## src/rtl/abs_result_fifo.sv

```systemverilog
// abs_result_fifo: first-word-fall-through result FIFO behind the absolute-value unit,
// with sticky status, overflow flag and saturating accepted-result counter.
`default_nettype none

module abs_result_fifo #(
  parameter int m     = 8,
  parameter int DEPTH = 4,
  parameter int CNT_W = 16
) (
  input  logic                       i_clk,
  input  logic                       i_rst,
  input  logic                       i_valid,
  output logic                       o_ready,
  input  logic [m-1:0]               i_newB,
  input  logic [3:0]                 i_status,
  output logic                       o_valid,
  input  logic                       i_ready,
  output logic [m-1:0]               o_result,
  output logic [3:0]                 o_status,
  output logic [3:0]                 o_sticky,
  output logic                       o_overflow,
  input  logic                       i_clr_sticky,
  output logic [CNT_W-1:0]           o_count,
  output logic [$clog2(DEPTH):0]     o_level
);

  localparam int PW = $clog2(DEPTH);
  localparam int LW = PW + 1;
  localparam int EW = m + 4;
  localparam logic [LW-1:0]    C_DEPTH   = LW'(DEPTH);
  localparam logic [CNT_W-1:0] C_CNT_MAX = {CNT_W{1'b1}};

  logic [EW-1:0] mem [DEPTH];
  logic [PW-1:0] wptr;
  logic [PW-1:0] rptr;
  logic [LW-1:0] level;
  logic [LW-1:0] level_nxt;
  logic          valid_q;
  logic          ready_q;
  logic          push;
  logic          pop;
  logic          ovf_cond;
  logic [EW-1:0] head;

  // Full blocks the push even when a pop happens in the same cycle, so
  // ready depends on registered state only.
  assign push     = i_valid && ready_q;
  assign pop      = valid_q && i_ready;
  assign ovf_cond = i_valid && !ready_q;

  always_comb begin
    level_nxt = level;
    if (push && !pop)
      level_nxt = level + LW'(1);
    else if (!push && pop)
      level_nxt = level - LW'(1);
  end

  always_ff @(posedge i_clk or posedge i_rst) begin
    if (i_rst) begin
      wptr    <= '0;
      rptr    <= '0;
      level   <= '0;
      valid_q <= 1'b0;
      ready_q <= 1'b1;
    end else begin
      if (push)
        wptr <= wptr + PW'(1);
      if (pop)
        rptr <= rptr + PW'(1);
      level   <= level_nxt;
      valid_q <= (level_nxt != '0);
      ready_q <= (level_nxt < C_DEPTH);
    end
  end

  // Storage is deliberately not reset; the output mux hides stale contents.
  always_ff @(posedge i_clk) begin
    if (push)
      mem[wptr] <= {i_status, i_newB};
  end

  always_ff @(posedge i_clk or posedge i_rst) begin
    if (i_rst) begin
      o_sticky   <= '0;
      o_overflow <= 1'b0;
      o_count    <= '0;
    end else if (i_clr_sticky) begin
      o_sticky   <= push ? i_status : 4'b0000;
      o_count    <= push ? CNT_W'(1) : '0;
      o_overflow <= ovf_cond;
    end else begin
      if (push) begin
        o_sticky <= o_sticky | i_status;
        if (o_count != C_CNT_MAX)
          o_count <= o_count + CNT_W'(1);
      end
      if (ovf_cond)
        o_overflow <= 1'b1;
    end
  end

  assign head     = mem[rptr];
  assign o_valid  = valid_q;
  assign o_ready  = ready_q;
  assign o_level  = level;
  assign o_result = valid_q ? head[m-1:0]  : '0;
  assign o_status = valid_q ? head[EW-1:m] : 4'b0000;

endmodule

`default_nettype wire
```

## config.mk

```make
export PLATFORM = sky130hd
export DESIGN_NAME = abs_result_fifo
export DESIGN_NICKNAME = d
export VERILOG_FILES = /design/src/rtl/abs_result_fifo.sv
export SDC_FILE = /design/constraint.sdc
export NUM_CORES = 1
export LEC_CHECK = 0
export CORE_MARGIN = 3
export CORE_UTILIZATION = 48
export DETAILED_ROUTE_END_ITERATION = 10
export PLACE_DENSITY = 0.84
export SETUP_SLACK_MARGIN = 0.1
export SKIP_CTS_REPAIR_TIMING = 1
export SLEW_MARGIN = 15
export SYNTH_ARGS = -nofsm -noshare
export SYNTH_HDL_FRONTEND = slang
export SYNTH_SLANG_ARGS = --single-unit
export TNS_END_PERCENT = 5
```

## constraint.sdc

```tcl
create_clock -name i_clk -period 1.7 [get_ports i_clk]
set_input_delay 0.17 -clock i_clk [delete_from_list [all_inputs] [get_ports i_clk]]
set_output_delay 0.17 -clock i_clk [all_outputs]
set_load 0.03 [all_outputs]
```

==> metrics.md <==
| Metric | Value |
|---|---|
| Cell family with most CP delay | `multiplexers` |
| All-Layer GR Usage | `around 18%` |
| Clk Latency, worst-skew pair | `340 ps` |
| Synth-to-Final Area Change | `41.4%` |
| First-pass GRT wire length | `~12 mm` |
| Number of enable flip-flop cells after synthesis | `48` |
| GPL Wtd Cong | `0.807` |
| TritonRoute pass-1 iters | `4` |
| Detailed-route wire length per cell | `between 15 and 20 um` |
| Slowest CP cell | `mux4_2` |
| Most frequent CP cell | `buf_6` |
| Stages on the worst setup path | `4` |
| Total clock buffers created by CTS | `9` |
| Clock sink count | `78` |
| Worst-margin pin slew | `403 ps` |
| Predominant post-synthesis flop cell | `edfxtp_1` |
| Worst path cell trace | `buf_6 -> mux4_2 -> and2_4 -> buf_6` |
| Clock root cell | `clkbuf_8` |
| LEAKAGE | `about 2.2 nW` |
| Final WL | `7.36 mm` |
| Crit path buf inv count | `2` |
| Maximum clock path buffer count | `2` |
| Worst setup margin | `-182 ps` |
| Synth Instances | `between 200 and 250` |
| Diode count | `0` |
| Total number of vias | `2360` |
| Sequential share of the synthesized area | `between 60 and 70%` |
| Maximum clock frequency | `531 MHz` |
| Reg2Reg Depth | `4` |
| Sw Ratio | `about a third` |
| Status | `finished, violations left` |
| Slew Viols, Final | `0` |
| H-tree Lvls | `3` |
| Cell-internal power | `0.00459 W` |
| I/O pin count | `55` |
| Setup TNS | `-1970 ps` |
| Mean area per synthesized cell | `14.1 um2` |
| Power per standard cell area | `1450 nW/um2` |
| I/O Buffers | `54` |
| DRT iter0 DRCs | `125` |
| CP Class | `reg -> out` |
| Post-synthesis cell type count | `45` |
| RSZ-0062 raised after global routing | `yes` |
| Via/cell ratio | `approximately 5.3` |
| Mapped Area | `3400 um2` |
| CP Launch Type | `flop` |
| Part of the power in the clock network | `19.5%` |
| Fill count | `between 400 and 500` |
| Vias in the first global route | `roughly 2400` |
| Sequential share of power | `36.3%` |
| FFs w/ async S/R, synth | `about two fifths` |
| Failing checks | `setup timing` |
| Core Util, Final | `70.4%` |
| Hold Slack | `208 ps` |
| Worst path arrival time | `1710 ps` |
| Max-cap check violation count | `0` |
| Pre-CTS setup slack | `-257 ps` |
| Clock skew | `4.76 ps` |
| Worst hold-check path type | `in -> async` |
| Peak VDD IR | `528 uV` |
| Reg clk slew, reported paths | `80 ps` |
| CORE AREA | `6830 um2` |
| FF+latch count, synth | `between 70 and 80` |
| Nets | `368` |
| Max FO, Critical Path | `7` |
| Critical path required time | `1530 ps` |
| Share of post-route cells with drive strength above 1 | `38.1%` |
| Die width | `~90 um` |
| Placed cells | `429` |
| Rows | `30` |
| Period minus WS final | `1880 ps` |
| ANT nets after route | `0` |
| Final HPWL DP | `5.23 mm` |
| Largest net degree at the start of global routing | `31` |
| Most frequent cells in the layout | `edfxtp_1 (48), buf_4 (45), dfrtp_1 (22), dlymetal6s2s_1 (22), clkdlybuf4s50_1 (20)` |
| Slowest Stage Delay on Critical Path | `between 500 and 600 ps` |
| CTS tree | `done` |
| Antenna violations before repair | `0` |
| Gr ovfl total | `0` |
| Mapped Nets | `between 200 and 300` |
| Period utilization | `111%` |
| Die height | `90.2 um` |
| Slew HR | `between 70 and 80%` |
| NetSw | `roughly 0.0024 W` |
| Initial Utilization | `49.8%` |
| Finished Layout Cells | `445` |
| Synth warn | `0` |
| Final setup violation count | `14` |
| CP Capture Type | `primary output` |
| Commonest non-fill, non-tap cell in the layout | `edfxtp_1` |
| Die footprint | `around 8100 um2` |
| # DRC | `0` |
| Combinational power share | `44.2%` |
| Final Hold Fails | `0` |
## flip-flops by register name, summed over array words and instances (netlist names)
name        count
rptr            2
o_overflow      1
o_count        16
o_ready         1
mem            48
wptr            2
o_level         3
o_sticky        4
o_valid         1
## path summary, 6_finish.rpt
kind	start	slack (ps)	to
min in group i_clk	i_newB[7]	460	mem[1][7]
max in group asynchronous	i_rst	1170	o_ready
min reg2reg	o_level[2]	490	o_ready
max	rptr[0]	-180	o_result[7]
max reg2reg	o_count[7]	-30	o_count[13]
min	i_rst	210	o_level[0]
## through the flow
| stage | area (um2) | total power, W |
|---|---|---|
| after global placement | 4410 | 0.00527 |
| final | 4810 | 0.00697 |
| after detailed placement | 4410 | 0.00536 |
| after global routing | 4810 | 0.00733 |
| after CTS | 4610 | 0.00672 |
| after floorplan | 3430 | 0.00423 |
## layout make-up
cell class              count  area (um2)  share of cell area, %
flip-flops and latches     78        2200                   45.8
multi-input cells         136        1230                   25.6
repair buffers            103        1000                   20.8
clock buffers               9         124                   2.57
well taps                  96         120                   2.50
clock inverters             7        72.6                   1.51
inverters                  16        60.1                   1.25
## cell families after synthesis
logic type	synth area share, %
multiplexers	8.86
AND/OR/NAND/NOR	13.1
flip-flops	64.5
buffers and inverters	3.16
XOR/XNOR	1.29
adder cells (fa/ha/maj)	2.87
AO/OA/AOI/OAI	6.29
## tightest hold or removal path, stage by stage
cell             delay [ps]
clkdlybuf4s50_1         390
inv_1                    50
buf_4                   350
## power groups by stage
stage               combinational (W)  sequential [W]  clock [W]
floorplan                     0.00148         0.00275          0
global placement              0.00274         0.00254          0
detailed placement            0.00281         0.00256          0
CTS                           0.00282         0.00252    0.00138
global route                  0.00330         0.00256    0.00148
finish                        0.00308         0.00253    0.00136
## synthesized netlist by cell type (all sizes together) (2+ instances only)
cell type / n / share of area [%]
mux4: 12 / 7.9
o22ai: 2 / 0.37
buf: 3 / 0.40
mux2i: 2 / 0.59
clkbuf: 9 / 0.99
inv: 16 / 1.8
nor4: 3 / 0.74
a211oi: 2 / 0.44
nand3: 6 / 0.88
or3: 3 / 0.70
nor2b: 2 / 0.37
or4: 5 / 1.1
nor2: 5 / 0.55
nand4: 5 / 1.1
o31ai: 3 / 0.66
and2: 13 / 2.4
o41ai: 3 / 0.77
nor3: 3 / 0.44
xnor2: 4 / 1.0
dfrtp: 29 / 21
ha: 7 / 2.6
nor4b: 2 / 0.51
or4b: 2 / 0.59
nand2: 14 / 1.5
o21ai: 10 / 1.5
and3: 5 / 0.92
edfxtp: 48 / 42
a21oi: 11 / 1.6
## metal layers
layer | share of wire, % | vias to the layer above | GRT usage, %
met4 | 1.5 | 0 | 6.89
met2 | 54 | 72 | 32.0
met1 | 39 | 1165 | 21.6
met5 | 0 | - | 0
met3 | 4.9 | 12 | 4.94
li1 | - | 1111 | -
Note: power is estimated with default switching activity, not from simulation.
